## src/rtl/repetition_time_controller_if.sv

```systemverilog
// Handshake bundle for the repetition time controller: word write port,
// outbound and inbound channel beats, and the voted read port with status.
interface repetition_time_controller_if #(
  parameter int DATA_WIDTH = 8
);
  logic [DATA_WIDTH-1:0] write_data;
  logic                  write_valid;
  logic                  write_ready;
  logic [DATA_WIDTH-1:0] channel_out_data;
  logic                  channel_out_valid;
  logic                  channel_out_ready;
  logic                  channel_out_last;
  logic [DATA_WIDTH-1:0] channel_in_data;
  logic                  channel_in_valid;
  logic                  channel_in_last;
  logic                  channel_in_ready;
  logic [DATA_WIDTH-1:0] read_data;
  logic                  read_valid;
  logic                  read_ready;
  logic                  read_error;
  logic                  read_uncorrectable;
  logic                  read_desync;

  modport master (
    input  write_data, write_valid,
    output write_ready,
    output channel_out_data, channel_out_valid, channel_out_last,
    input  channel_out_ready,
    input  channel_in_data, channel_in_valid, channel_in_last,
    output channel_in_ready,
    output read_data, read_valid, read_error, read_uncorrectable, read_desync,
    input  read_ready
  );

  modport slave (
    output write_data, write_valid,
    input  write_ready,
    input  channel_out_data, channel_out_valid, channel_out_last,
    output channel_out_ready,
    output channel_in_data, channel_in_valid, channel_in_last,
    input  channel_in_ready,
    input  read_data, read_valid, read_error, read_uncorrectable, read_desync,
    output read_ready
  );
endinterface

```

## src/rtl/repetition_time_controller.sv

```systemverilog
// Time-domain repetition code: TX repeats each word REPETITION times on the
// channel; RX accumulates per-bit one counts over the copies and votes.
module repetition_time_controller #(
  parameter int DATA_WIDTH = 8,
  parameter int REPETITION = 3
) (
  input logic clock,
  input logic reset,
  repetition_time_controller_if.master bus
);

  localparam int COUNT_WIDTH = $clog2(REPETITION + 1);
  localparam int CMP_W       = COUNT_WIDTH + 1;
  localparam logic [CMP_W-1:0]       REP_CMP  = CMP_W'(REPETITION);
  localparam logic [COUNT_WIDTH-1:0] LAST_IDX = COUNT_WIDTH'(REPETITION - 1);

  // Doubling the count avoids a divide; one extra bit keeps 2*R from wrapping.
  function automatic logic vote_bit(input logic [COUNT_WIDTH-1:0] n);
    return {n, 1'b0} > REP_CMP;
  endfunction

  function automatic logic vote_tie(input logic [COUNT_WIDTH-1:0] n);
    return {n, 1'b0} == REP_CMP;
  endfunction

  function automatic logic vote_dissent(input logic [COUNT_WIDTH-1:0] n,
                                        input logic [COUNT_WIDTH-1:0] copies);
    return (n != '0) && (n != copies);
  endfunction

  typedef enum logic {TX_IDLE, TX_SEND} tx_state_t;
  typedef enum logic {RX_COLLECT, RX_HOLD} rx_state_t;

  tx_state_t               tx_state, tx_state_next;
  logic [DATA_WIDTH-1:0]   tx_data, tx_data_next;
  logic [COUNT_WIDTH-1:0]  tx_count, tx_count_next;
  logic                    tx_last;

  always_ff @(posedge clock or posedge reset) begin
    if (reset) begin
      tx_state <= TX_IDLE;
      tx_data  <= '0;
      tx_count <= '0;
    end else begin
      tx_state <= tx_state_next;
      tx_data  <= tx_data_next;
      tx_count <= tx_count_next;
    end
  end

  always_comb begin
    tx_state_next         = tx_state;
    tx_data_next          = tx_data;
    tx_count_next         = tx_count;
    tx_last               = (tx_count == LAST_IDX);
    bus.write_ready       = 1'b0;
    bus.channel_out_valid = 1'b0;
    bus.channel_out_last  = 1'b0;
    bus.channel_out_data  = tx_data;
    case (tx_state)
      TX_IDLE: begin
        bus.write_ready = 1'b1;
        if (bus.write_valid) begin
          tx_data_next  = bus.write_data;
          tx_count_next = '0;
          tx_state_next = TX_SEND;
        end
      end
      TX_SEND: begin
        bus.channel_out_valid = 1'b1;
        bus.channel_out_last  = tx_last;
        // Accepting on the final-copy handshake keeps the link busy every cycle.
        bus.write_ready       = tx_last && bus.channel_out_ready;
        if (bus.channel_out_ready) begin
          if (!tx_last) begin
            tx_count_next = tx_count + COUNT_WIDTH'(1);
          end else if (bus.write_valid) begin
            tx_data_next  = bus.write_data;
            tx_count_next = '0;
          end else begin
            tx_count_next = '0;
            tx_state_next = TX_IDLE;
          end
        end
      end
      default: tx_state_next = TX_IDLE;
    endcase
  end

  rx_state_t               rx_state, rx_state_next;
  logic [COUNT_WIDTH-1:0]  ones     [DATA_WIDTH];
  logic [COUNT_WIDTH-1:0]  ones_sum [DATA_WIDTH];
  logic [COUNT_WIDTH-1:0]  rx_count, copies;
  logic                    rx_take, rx_final;
  logic [DATA_WIDTH-1:0]   vote_data, read_data_r;
  logic                    vote_error, vote_uncorr, vote_desync;
  logic                    read_error_r, read_uncorr_r, read_desync_r;

  always_comb begin
    rx_take     = (rx_state == RX_COLLECT) && bus.channel_in_valid;
    rx_final    = bus.channel_in_last || (rx_count == LAST_IDX);
    copies      = rx_count + COUNT_WIDTH'(1);
    vote_desync = bus.channel_in_last != (rx_count == LAST_IDX);
    vote_error  = vote_desync;
    vote_uncorr = 1'b0;
    vote_data   = '0;
    for (int i = 0; i < DATA_WIDTH; i++) begin
      ones_sum[i]  = ones[i] + COUNT_WIDTH'(bus.channel_in_data[i]);
      vote_data[i] = vote_bit(ones_sum[i]);
      if (vote_dissent(ones_sum[i], copies)) vote_error  = 1'b1;
      if (vote_tie(ones_sum[i]))             vote_uncorr = 1'b1;
    end
    rx_state_next        = rx_state;
    bus.channel_in_ready = (rx_state == RX_COLLECT);
    bus.read_valid       = (rx_state == RX_HOLD);
    case (rx_state)
      RX_COLLECT: if (rx_take && rx_final) rx_state_next = RX_HOLD;
      RX_HOLD:    if (bus.read_ready)      rx_state_next = RX_COLLECT;
      default:    rx_state_next = RX_COLLECT;
    endcase
  end

  always_ff @(posedge clock or posedge reset) begin
    if (reset) begin
      rx_state      <= RX_COLLECT;
      rx_count      <= '0;
      ones          <= '{default: '0};
      read_data_r   <= '0;
      read_error_r  <= 1'b0;
      read_uncorr_r <= 1'b0;
      read_desync_r <= 1'b0;
    end else begin
      rx_state <= rx_state_next;
      if (rx_take) begin
        for (int i = 0; i < DATA_WIDTH; i++)
          ones[i] <= rx_final ? '0 : ones_sum[i];
        if (rx_final) begin
          rx_count      <= '0;
          read_data_r   <= vote_data;
          read_error_r  <= vote_error;
          read_uncorr_r <= vote_uncorr;
          read_desync_r <= vote_desync;
        end else begin
          rx_count <= rx_count + COUNT_WIDTH'(1);
        end
      end
    end
  end

  assign bus.read_data          = read_data_r;
  assign bus.read_error         = read_error_r;
  assign bus.read_uncorrectable = read_uncorr_r;
  assign bus.read_desync        = read_desync_r;

endmodule

```

## src/flat_wrapper.sv

```systemverilog
// flat-port wrapper written by rule: the top's interface ports become plain ports
module repetition_time_controller_flat 
#(
  parameter int DATA_WIDTH = 8,
  parameter int REPETITION = 3
)
  (clock, reset, bus_write_data, bus_write_valid, bus_write_ready, bus_channel_out_data, bus_channel_out_valid, bus_channel_out_last, bus_channel_out_ready, bus_channel_in_data, bus_channel_in_valid, bus_channel_in_last, bus_channel_in_ready, bus_read_data, bus_read_valid, bus_read_error, bus_read_uncorrectable, bus_read_desync, bus_read_ready);
  repetition_time_controller_if #(.DATA_WIDTH(DATA_WIDTH)) bus_i ();
  input logic clock;
  input logic reset;
  input wire logic [$bits(bus_i.write_data)-1:0] bus_write_data;
  input wire logic [$bits(bus_i.write_valid)-1:0] bus_write_valid;
  output wire logic [$bits(bus_i.write_ready)-1:0] bus_write_ready;
  output wire logic [$bits(bus_i.channel_out_data)-1:0] bus_channel_out_data;
  output wire logic [$bits(bus_i.channel_out_valid)-1:0] bus_channel_out_valid;
  output wire logic [$bits(bus_i.channel_out_last)-1:0] bus_channel_out_last;
  input wire logic [$bits(bus_i.channel_out_ready)-1:0] bus_channel_out_ready;
  input wire logic [$bits(bus_i.channel_in_data)-1:0] bus_channel_in_data;
  input wire logic [$bits(bus_i.channel_in_valid)-1:0] bus_channel_in_valid;
  input wire logic [$bits(bus_i.channel_in_last)-1:0] bus_channel_in_last;
  output wire logic [$bits(bus_i.channel_in_ready)-1:0] bus_channel_in_ready;
  output wire logic [$bits(bus_i.read_data)-1:0] bus_read_data;
  output wire logic [$bits(bus_i.read_valid)-1:0] bus_read_valid;
  output wire logic [$bits(bus_i.read_error)-1:0] bus_read_error;
  output wire logic [$bits(bus_i.read_uncorrectable)-1:0] bus_read_uncorrectable;
  output wire logic [$bits(bus_i.read_desync)-1:0] bus_read_desync;
  input wire logic [$bits(bus_i.read_ready)-1:0] bus_read_ready;
  assign bus_i.write_data = bus_write_data;
  assign bus_i.write_valid = bus_write_valid;
  assign bus_write_ready = bus_i.write_ready;
  assign bus_channel_out_data = bus_i.channel_out_data;
  assign bus_channel_out_valid = bus_i.channel_out_valid;
  assign bus_channel_out_last = bus_i.channel_out_last;
  assign bus_i.channel_out_ready = bus_channel_out_ready;
  assign bus_i.channel_in_data = bus_channel_in_data;
  assign bus_i.channel_in_valid = bus_channel_in_valid;
  assign bus_i.channel_in_last = bus_channel_in_last;
  assign bus_channel_in_ready = bus_i.channel_in_ready;
  assign bus_read_data = bus_i.read_data;
  assign bus_read_valid = bus_i.read_valid;
  assign bus_read_error = bus_i.read_error;
  assign bus_read_uncorrectable = bus_i.read_uncorrectable;
  assign bus_read_desync = bus_i.read_desync;
  assign bus_i.read_ready = bus_read_ready;
  repetition_time_controller #(.DATA_WIDTH(DATA_WIDTH), .REPETITION(REPETITION)) u_core (.clock(clock), .reset(reset), .bus(bus_i));
endmodule
```

## config.mk

```make
export PLATFORM = sky130hd
export DESIGN_NAME = repetition_time_controller_flat
export DESIGN_NICKNAME = d
export VERILOG_FILES = /design/src/rtl/repetition_time_controller_if.sv /design/src/rtl/repetition_time_controller.sv /design/src/flat_wrapper.sv
export SDC_FILE = /design/constraint.sdc
export NUM_CORES = 1
export LEC_CHECK = 0
export ABC_CLOCK_PERIOD_IN_PS = 3900
export BUFFER_PORTS_ARGS = -buffer_cell sky130_fd_sc_hd__buf_2
export CORE_MARGIN = 4
export CORE_UTILIZATION = 34
export DETAILED_ROUTE_END_ITERATION = 16
export PLACE_DENSITY_LB_ADDON = 0.05
export SLEW_MARGIN = 20
export SYNTH_ARGS = -nofsm -noshare
export SYNTH_HDL_FRONTEND = slang
export SYNTH_SLANG_ARGS = --single-unit
```

## constraint.sdc

```tcl
create_clock -name clock -period 3.9 [get_ports clock]
set_input_delay 0.39 -clock clock [delete_from_list [all_inputs] [get_ports clock]]
set_output_delay 0.39 -clock clock [all_outputs]
set_load 0.1 [all_outputs]
```

==> Implementation_results.wiki, run 1 <==
{| class="wikitable"
! Metric !! Value
|-
| Number of hold-slack violations in the final timing report || 0
|-
| Final worst hold slack || approximately 0.22 ns
|-
| Total wire length after detailed routing || 4520 um
|-
| Final TNS setup || 0 ns
|-
| Gr ovfl total || 0
|-
| Standard-cell rows || 28
|-
| Via/cell ratio || 4.88
|-
| Highest-count cells in the layout ignoring fill and taps || 45 x sky130_fd_sc_hd__buf_2, 40 x sky130_fd_sc_hd__dfrtp_1, 22 x sky130_fd_sc_hd__nand2_1
|-
| Layout cells sized above 1 || 27.1%
|-
| Residual DRC || 0
|-
| Setup repair after global routing missed its margin || no
|-
| Number of cells upsized or downsized after cts || 0
|-
| Count of yosys warnings during synthesis || 0
|-
| Worst Max-Slew Pin Slew || ~0.87 ns
|-
| Leading cell type in the layout, fill and taps excluded || sky130_fd_sc_hd__buf_2
|-
| Die footprint || around 7400 sq um
|-
| Maximum clock path buffer count || 2
|-
| Path type of the worst setup path || flip-flop to flip-flop
|-
| Maximum level of the CTS H-tree || 2
|-
| Sequential cell area fraction in the yosys report || between 40% and 50%
|-
| Setup violation total in the final timing report || 0
|-
| Largest net degree at the start of global routing || 41
|-
| Final HPWL from detailed placement || 3280 um
|-
| Buffers on Ports || 45
|-
| Vias || ~1600
|-
| Fin. max-slew vios || 0
|-
| Peak Freq || 0.382 GHz
|-
| Minimum setup slack among reg-to-reg paths || between 1 and 1.5 ns
|-
| Source-to-sink clock delay at the later pin of the worst-skew pair || 0.29 ns
|-
| Worst Path Required || just over 4 ns
|-
| All-layer global routing usage || between 10% and 20%
|-
| Detailed Routing Iterations Pass 1 || 4
|-
| Buf/Inv on CP || 3
|-
| Max cap viols || 0
|-
| Nets in the synthesized netlist || roughly 240
|-
| Ordered cell list for the critical path || inv_1 > ha_1 > inv_1 > ha_1 > nor2_1 > buf_4 > mux2_2
|-
| Nets@finish || 283
|-
| Reg2reg start || u_core.rx_count[0]$_DFFE_PP0P_
|-
| Count of clock tree sinks || 40
|-
| Maximum fanout along the worst path || 21
|-
| TritonCTS Buffers || 5
|-
| Mean Syn Cell Area || between 10 and 15 sq um
|-
| Kind of start point of the critical path || flip-flop
|-
| Register-to-Register Path Depth || 7
|-
| Core area || roughly 5900 sq um
|-
| Number of hold buffers added after CTS || 0
|-
| CP peak stage delay || 0.72 ns
|-
| Die width || between 80 and 90 um
|-
| Iteration-0 DRC Markers || 56
|-
| Count of state elements after synthesis || 40
|-
| Filler cell count || between 500 and 600
|-
| Relative slew slack || between 40% and 50%
|-
| Setup skew after layout || between 0.006 and 0.007 ns
|-
| Worst hold-check path type || input pin to asynchronous set/reset pin
|-
| Portion of the clock cycle consumed by the worst path in the final layout || 67.0%
|-
| I/O pin count || 47
|-
| Antenna diode count || 0
|-
| Worst endpoint data arrival time || roughly 2.8 ns
|-
| Wire per inst || 13.9 um
|-
| Status || completed
|-
| Worst Setup End Kind || flip-flop
|-
| Main flop type after synthesis || sky130_fd_sc_hd__dfrtp_1
|-
| Count of flip-flops with a built-in enable after synthesis || 0
|-
| Die Height || ~86 um
|-
| Number of antenna violations at the first check in global routing || 0
|-
| Final weighted congestion of routability-driven global placement || ~0.73
|-
| CP top delay family || adder cells
|-
| Global-route wire length before repair || between 7000 and 8000 um
|-
| Area occupied by registers || ~1000 sq um
|-
| Syn Std Cell Area || roughly 2100 sq um
|-
| CTS tree || done
|-
| Total setup buffers inserted after CTS || 0
|-
| Post-layout minimum cycle time || 2.61 ns
|-
| Destination of the worst register-to-register timing path || u_core.bus.read_desync$_DFFE_PP0P_
|-
| DRT antenna net count || 0
|-
| Root Buffer || sky130_fd_sc_hd__clkbuf_8
|-
| Share of flip-flops with an asynchronous set or reset after synthesis || 100%
|-
| Standard cell with the maximum stage delay on the critical path || sky130_fd_sc_hd__ha_1
|-
| Vias in the first global route || 1587
|-
| Multi-input logic area || between 1000 and 1500 sq um
|-
| Number of cells produced by synthesis || just over 200
|-
| Count of cell types in the netlist || 35
|-
| Initial standard-cell utilization of the core || between 30% and 40%
|-
| Clock slew at reported path FFs || around 0.080 ns
|-
| Synthesis-to-layout area growth || 20.3%
|}
-- Yosys cell counts, types with 2 or more instances --
library cell / number / area share, %
sky130_fd_sc_hd__inv_1: 5 / 0.90
sky130_fd_sc_hd__nand2_1: 22 / 4.0
sky130_fd_sc_hd__dfrtp_1: 40 / 48
sky130_fd_sc_hd__mux2i_1: 2 / 0.96
sky130_fd_sc_hd__nand2b_1: 19 / 5.7
sky130_fd_sc_hd__mux2_2: 9 / 4.9
sky130_fd_sc_hd__nor2_1: 16 / 2.9
sky130_fd_sc_hd__o21bai_1: 8 / 2.9
sky130_fd_sc_hd__clkbuf_1: 9 / 1.6
sky130_fd_sc_hd__nand4_1: 2 / 0.60
sky130_fd_sc_hd__a22oi_1: 3 / 1.1
sky130_fd_sc_hd__a22o_1: 8 / 3.4
sky130_fd_sc_hd__a21oi_1: 8 / 1.9
sky130_fd_sc_hd__xnor2_1: 8 / 3.4
sky130_fd_sc_hd__o21ai_0: 18 / 4.3
sky130_fd_sc_hd__ha_1: 10 / 6.0
-- per-layer routing --
layer	track usage [%]	routed length, um
met3	3.71	305
met2	21.7	2060
met5	0	0
met4	4.25	75
met1	16.7	2080
-- state kept, by name (all words and copies together), names as in the netlist --
name                         cells
u_core.rx_count                  2
u_core.ones                     16
u_core.bus.read_valid            1
u_core.tx_state                  1
u_core.bus.channel_out_data      8
u_core.tx_count                  2
u_core.bus.read_desync           1
u_core.bus.read_data             8
u_core.bus.read_error            1
-- metrics by stage --
stage	utilization, %	area (sq um)	std cells	setup slack [ns]
floorplan	-	2080	206	0.931
detailed placement	40.2	2380	318	1.28
finish	42.4	2510	326	1.29
CTS	42.4	2510	326	1.25
global route	42.4	2510	326	1.10
global placement	40.2	2380	318	1.38
-- cell families (layout without fill, tap and decap cells) --
group                      after synthesis  count (layout)  synth area share (%)
AOI/OAI and AO/OA                       52              52                  17.0
xor gates and xnor gates                 8               8                  3.36
adders and majority gates               10              10                  6.00
buffers and inverters                   16              61                  3.06
DFF                                     40              40                  48.0
muxes                                   11              11                  5.82
other                                    1               1                 0.180
and+or+nand+nor                         68              68                  16.5
-- final cells by class --
class | instances | share of cell area [%]
repair buffers | 48 | 9.88
flip-flops and latches | 40 | 39.9
clock buffers | 7 | 3.84
clock inverters | 1 | 1.20
multi-input cells | 150 | 40.7
well taps | 75 | 3.74
inverters | 5 | 0.749
-- worst max-delay path by stage --
stage	slack [ns]	start	endpoint	depth (start not counted)
6_report	1.29	u_core.rx_count[0]$_DFFE_PP0P_	u_core.bus.read_desync$_DFFE_PP0P_	7
5_1_grt	1.10	u_core.rx_count[0]$_DFFE_PP0P_	u_core.bus.read_desync$_DFFE_PP0P_	7
4_1_cts	1.25	u_core.rx_count[0]$_DFFE_PP0P_	u_core.bus.read_desync$_DFFE_PP0P_	7
3_5_place_dp	1.28	u_core.rx_count[0]$_DFFE_PP0P_	u_core.bus.read_desync$_DFFE_PP0P_	7
3_3_place_gp	1.38	u_core.rx_count[0]$_DFFE_PP0P_	u_core.bus.read_desync$_DFFE_PP0P_	7
2_1_floorplan	0.93	u_core.tx_state$_DFF_PP0_	u_core.bus.channel_out_data[0]$_DFFE_PP0P_	4
-- worst reg2reg max path, cell delays in order (launching register included) --
cell	delay [ns]
sky130_fd_sc_hd__dfrtp_1	0.59
sky130_fd_sc_hd__inv_1	0.12
sky130_fd_sc_hd__ha_1	0.22
sky130_fd_sc_hd__inv_1	0.05
sky130_fd_sc_hd__ha_1	0.72
sky130_fd_sc_hd__nor2_1	0.28
sky130_fd_sc_hd__buf_4	0.26
sky130_fd_sc_hd__mux2_2	0.27
Power of run 1 is left out: the tool's default activity adds up to more than one toggle a clock period on the data nets, which glitch-free logic cannot reach.
==> run 2, diff against run 1 <==
- ABC_CLOCK_PERIOD_IN_PS: 3900 -> 2400
- clock period: 3.9 -> 2.4 ns (I/O delays scaled with it)
==> run 2 against run 1 <==
Register-to-register slack lost 1.1 ns. Largest cell class unchanged. Critical path depth shrank 2. First-iteration DRC count increased by 14%. Critical endpoint is now u_core.bus.read_error$_DFFE_PP0P_. Count of clock-buffer cells in the layout shrank 2.
==> Implementation_results.wiki, run 2 (synthesis results as in run 1) <==
{| class="wikitable"
! Metric !! Value
|-
| Nets@finish || about 290
|-
| Global-route wire length before repair || 7670 um
|-
| Worst Setup End Kind || flip-flop
|-
| Filler cell count || 603
|-
| Number of hold-slack violations in the final timing report || 0
|-
| Peak Freq || approximately 0.45 GHz
|-
| Largest register FFs || 16
|-
| Number of hold buffers added after CTS || 0
|-
| Total wire length after detailed routing || ~4600 um
|-
| Initial standard-cell utilization of the core || 35.2%
|-
| Total setup buffers inserted after CTS || 0
|-
| Wire per inst || roughly 14 um
|-
| Gr ovfl total || 0
|-
| Maximum clock path buffer count || 2
|-
| Count of clock tree sinks || 40
|-
| Path type of the worst setup path || flip-flop to flip-flop
|-
| Worst Max-Slew Pin Slew || slightly above 0.5 ns
|-
| Minimum setup slack among reg-to-reg paths || 0.20 ns
|-
| Largest net degree at the start of global routing || 41
|-
| Root Buffer || sky130_fd_sc_hd__clkbuf_8
|-
| Iteration-0 DRC Markers || between 60 and 70
|-
| Number of cells upsized or downsized after cts || 0
|-
| Via/cell ratio || roughly 4.9
|-
| Antenna diode count || 0
|-
| I/O pin count || between 40 and 50
|-
| Vias || 1629
|-
| Fin. max-slew vios || 0
|-
| Number of antenna violations at the first check in global routing || 0
|-
| Highest-count cells in the layout ignoring fill and taps || 45 x sky130_fd_sc_hd__buf_2, 39 x sky130_fd_sc_hd__dfrtp_1, 22 x sky130_fd_sc_hd__nand2_1
|-
| All-layer global routing usage || around an eighth
|-
| CTS tree || done
|-
| Final HPWL from detailed placement || 3370 um
|-
| Detailed Routing Iterations Pass 1 || 4
|-
| Maximum fanout along the worst path || 4
|-
| Clock slew at reported path FFs || 0.09 ns
|-
| Kind of start point of the critical path || flip-flop
|-
| Source-to-sink clock delay at the later pin of the worst-skew pair || approximately 0.29 ns
|-
| Residual DRC || 0
|-
| Layout cells sized above 1 || 29.3%
|-
| Final weighted congestion of routability-driven global placement || roughly 0.75
|-
| Vias in the first global route || approximately 1600
|-
| Buffers on Ports || 45
|-
| Portion of the clock cycle consumed by the worst path in the final layout || 91.7%
|-
| Die Height || about 86 um
|-
| Relative slew slack || between 60% and 70%
|-
| Reg with most FFs || u_core.ones
|-
| DRT antenna net count || 0
|-
| Setup skew after layout || a little over 0.008 ns
|-
| Worst endpoint data arrival time || between 2 and 2.5 ns
|-
| Worst Path Required || between 2 and 3 ns
|-
| Final TNS setup || 0 ns
|-
| Setup violation total in the final timing report || 0
|-
| Maximum level of the CTS H-tree || 2
|-
| Status || completed
|-
| Standard-cell rows || 28
|-
| TritonCTS Buffers || 5
|-
| Worst hold-check path type || input pin to asynchronous set/reset pin
|-
| Die footprint || roughly 7400 sq um
|-
| Synthesis-to-layout area growth || 21.6%
|-
| Max cap viols || 0
|-
| Leading cell type in the layout, fill and taps excluded || sky130_fd_sc_hd__buf_2
|-
| Setup repair after global routing missed its margin || no
|-
| Core area || 5920 sq um
|-
| Post-layout minimum cycle time || 2.20 ns
|-
| Die width || between 80 and 90 um
|}
-- run 2: cell types whose count changed in the layout (fill, tap and decap cells not counted), sizes merged --
cell / previous run / this run
buf: 48 / 53
clkbuf: 7 / 5
clkinv: 0 / 1
clkinvlp: 0 / 1
-- run 2: area by class of cell --
class	count	area [sq um]	area share (%)
clock buffers	5	68.8	2.71
flip-flops and latches	40	1000	39.5
clock inverters	3	42.5	1.68
repair buffers	53	285	11.3
multi-input cells	150	1020	40.4
well taps	75	93.8	3.70
inverters	5	18.8	0.740
-- run 2: worst paths after layout --
kind                       cells past startpoint                                end                   startpoint
max reg2reg                                    5  u_core.bus.read_error$_DFFE_PP0P_  u_core.ones[14]$_DFFE_PP0P_
min                                            3         u_core.ones[0]$_DFFE_PP0P_                        reset
min reg2reg                                    2         u_core.ones[2]$_DFFE_PP0P_   u_core.ones[2]$_DFFE_PP0P_
max                                            5  u_core.bus.read_error$_DFFE_PP0P_  u_core.ones[14]$_DFFE_PP0P_
max in group asynchronous                      3          u_core.tx_state$_DFF_PP0_                        reset
min in group clock                             2    u_core.bus.read_valid$_DFF_PP0_               bus_read_ready
-- run 2: layer usage --
metal / routed length [um] / share of wire [%] / up-vias / global-route usage [%]
met1: 2140 / 47 / 771 / 16.9
met5: 0 / 0 / - / 0
met2: 2140 / 47 / 38 / 22.0
met3: 251 / 5.5 / 7 / 2.95
met4: 63 / 1.4 / 0 / 4.25
li1: - / - / 813 / -
-- run 2: critical path, cell delays in order, from the launching register on --
cell                        delay, ns
sky130_fd_sc_hd__dfrtp_1         0.39
sky130_fd_sc_hd__ha_1            0.32
sky130_fd_sc_hd__or4_4           0.57
sky130_fd_sc_hd__a2111oi_4       0.35
sky130_fd_sc_hd__nand4_1         0.13
sky130_fd_sc_hd__o41a_1          0.32
-- run 2: metrics by stage --
step	area, sq um	hold slack (ns)	setup WS (ns)	instances	util (%)
floorplan	2090	0.339	0.129	206	-
global placement	2420	0.414	0.248	323	40.9
detailed placement	2420	0.406	0.206	323	40.9
CTS	2530	0.0788	0.191	331	42.8
global route	2530	0.121	0.108	331	42.8
finish	2530	0.0581	0.199	331	42.8
Power of run 2 is left out for the same reason.
==> run 3, diff against run 2 <==
- CELL_PAD_IN_SITES_DETAIL_PLACEMENT: default -> 0
- CELL_PAD_IN_SITES_GLOBAL_PLACEMENT: default -> 1
==> run 3 against run 2 <==
Core utilization shrank 0.13 points. Final cell count down 0.30%. Highest routed layer unchanged. Count of clock-buffer cells in the layout did not move. Critical path type unchanged.
==> Implementation_results.wiki, run 3 (synthesis results as in run 1) <==
{| class="wikitable"
! Metric !! Value
|-
| Status || completed
|-
| Initial standard-cell utilization of the core || 35.2%
|-
| GRT met3 Usage || between 3 and 4%
|-
| CP top delay family || simple AND/OR/NAND/NOR gates
|-
| Via/cell ratio || between 4 and 5
|-
| Reg with most FFs || u_core.ones
|-
| Standard-cell rows || 28
|-
| Gr ovfl total || 0
|-
| Synthesis-to-layout area growth || 21.2%
|-
| Fin. max-slew vios || 0
|-
| Worst Path Required || between 2 and 3 ns
|-
| Met2 track demand over resource || 19.3%
|-
| All-layer global routing usage || 13.0%
|-
| Wire per inst || roughly 14 um
|-
| Number of antenna violations at the first check in global routing || 0
|-
| Standard cell with the maximum stage delay on the critical path || sky130_fd_sc_hd__or4_4
|-
| Number of hold buffers added after CTS || 0
|-
| Maximum level of the CTS H-tree || 2
|-
| Largest register FFs || 16
|-
| Buf/Inv on CP || 0
|-
| Relative slew slack || about three fifths
|-
| Number of cells upsized or downsized after cts || 0
|-
| Vias || 1586
|-
| Max cap viols || 0
|-
| Iteration-0 DRC Markers || 37
|-
| Area occupied by registers || 1000 sq um
|-
| Number of hold-slack violations in the final timing report || 0
|-
| Buffers on Ports || 45
|-
| Worst Setup End Kind || flip-flop
|-
| Layout cells sized above 1 || a little under 30%
|-
| CTS tree || done
|-
| Worst hold-check path type || input pin to asynchronous set/reset pin
|-
| Worst Max-Slew Pin Slew || between 0.5 and 0.6 ns
|-
| I/O pin count || between 40 and 50
|-
| Path type of the worst setup path || flip-flop to flip-flop
|-
| Maximum fanout along the worst path || 4
|-
| Maximum clock path buffer count || 2
|-
| Nets@finish || 287
|-
| Global routing's busiest layer || met2
|-
| Multi-input logic area || 1020 sq um
|-
| Peak Freq || 0.460 GHz
|-
| Setup violation total in the final timing report || 0
|-
| DRT antenna net count || 0
|-
| Count of clock tree sinks || 40
|-
| Total setup buffers inserted after CTS || 0
|-
| Leading cell type in the layout, fill and taps excluded || sky130_fd_sc_hd__buf_2
|-
| Source-to-sink clock delay at the later pin of the worst-skew pair || about 0.3 ns
|-
| Detailed Routing Iterations Pass 1 || 4
|-
| Antenna diode count || 0
|-
| Die footprint || around 7400 sq um
|-
| Final TNS setup || 0 ns
|-
| Post-layout minimum cycle time || approximately 2.2 ns
|-
| Residual DRC || 0
|-
| Core area || about 5900 sq um
|-
| CP peak stage delay || ~0.56 ns
|-
| Vias in the first global route || approximately 1500
|-
| Setup repair after global routing missed its margin || no
|-
| Final weighted congestion of routability-driven global placement || slightly above 0.7
|-
| Worst path setup slack after routing || approximately 0.23 ns
|-
| Portion of the clock cycle consumed by the worst path in the final layout || 90.6%
|-
| Met1 demand-to-capacity share in global routing || 18.2%
|-
| Root Buffer || sky130_fd_sc_hd__clkbuf_8
|-
| Worst setup slack after placement || 0.233 ns
|-
| Total wire length after detailed routing || 4540 um
|-
| Die Height || 86.3 um
|-
| Global-route wire length before repair || 7580 um
|-
| TritonCTS Buffers || 5
|-
| Clock slew at reported path FFs || 0.08 ns
|-
| Filler cell count || 600
|-
| Die width || 86.3 um
|-
| Largest net degree at the start of global routing || 41
|-
| Worst endpoint data arrival time || 2.35 ns
|-
| Kind of start point of the critical path || flip-flop
|-
| Setup skew after layout || 0.00844 ns
|-
| Highest-count cells in the layout ignoring fill and taps || 45 x sky130_fd_sc_hd__buf_2, 39 x sky130_fd_sc_hd__dfrtp_1, 22 x sky130_fd_sc_hd__nand2_1
|-
| Ordered cell list for the critical path || ha_1 > or4_4 > a2111oi_4 > nand4_1 > o41a_1
|-
| Final HPWL from detailed placement || about 3400 um
|}
==> run 3: changes by cell type in the layout (fill, tap and decap cells not counted) <==
cell,before,now
sky130_fd_sc_hd__buf_4,8,7
==> run 3: per-layer routing <==
metal	wire length, um	vias to the layer above
met5	0	-
met4	69	0
met3	294	6
met2	1870	43
met1	2300	728
li1	-	809
==> run 3: worst paths after layout <==
path                       slack (ns)                                  end                            from  depth (start not counted)
max reg2reg                      0.23    u_core.bus.read_error$_DFFE_PP0P_     u_core.ones[14]$_DFFE_PP0P_                          5
min reg2reg                      0.49       u_core.rx_count[1]$_DFFE_PP0P_  u_core.rx_count[1]$_DFFE_PP0P_                          2
max in group asynchronous        1.95            u_core.tx_state$_DFF_PP0_                           reset                          3
max                              0.23    u_core.bus.read_error$_DFFE_PP0P_     u_core.ones[14]$_DFFE_PP0P_                          5
min in group clock               0.13      u_core.bus.read_valid$_DFF_PP0_                  bus_read_ready                          2
min                              0.07  u_core.bus.read_data[1]$_DFFE_PP0P_                           reset                          3
==> run 3: worst min-delay path, cell delays in order <==
cell and delay, ns:
sky130_fd_sc_hd__buf_2 0.09, sky130_fd_sc_hd__inv_1 0.04, sky130_fd_sc_hd__buf_4 0.44
==> run 3: final cells by class <==
class / instances / area share, %
Clock inverter: 3 / 1.68
Inverter: 5 / 0.743
Timing Repair Buffer: 52 / 11.0
Multi-Input combinational cell: 150 / 40.5
Clock buffer: 5 / 2.72
Tap cell: 75 / 3.71
Sequential cell: 40 / 39.7
==> run 3: stage by stage <==
stage	util [%]	hold slack, ns	instances	instance area (sq um)
final	42.7	0.0700	330	2530
after global routing	42.7	0.103	330	2530
after CTS	42.7	0.0810	330	2530
after detailed placement	40.8	0.409	322	2420
after global placement	40.8	0.415	322	2420
after floorplan	-	0.339	206	2090
Power of run 3 is left out for the same reason.
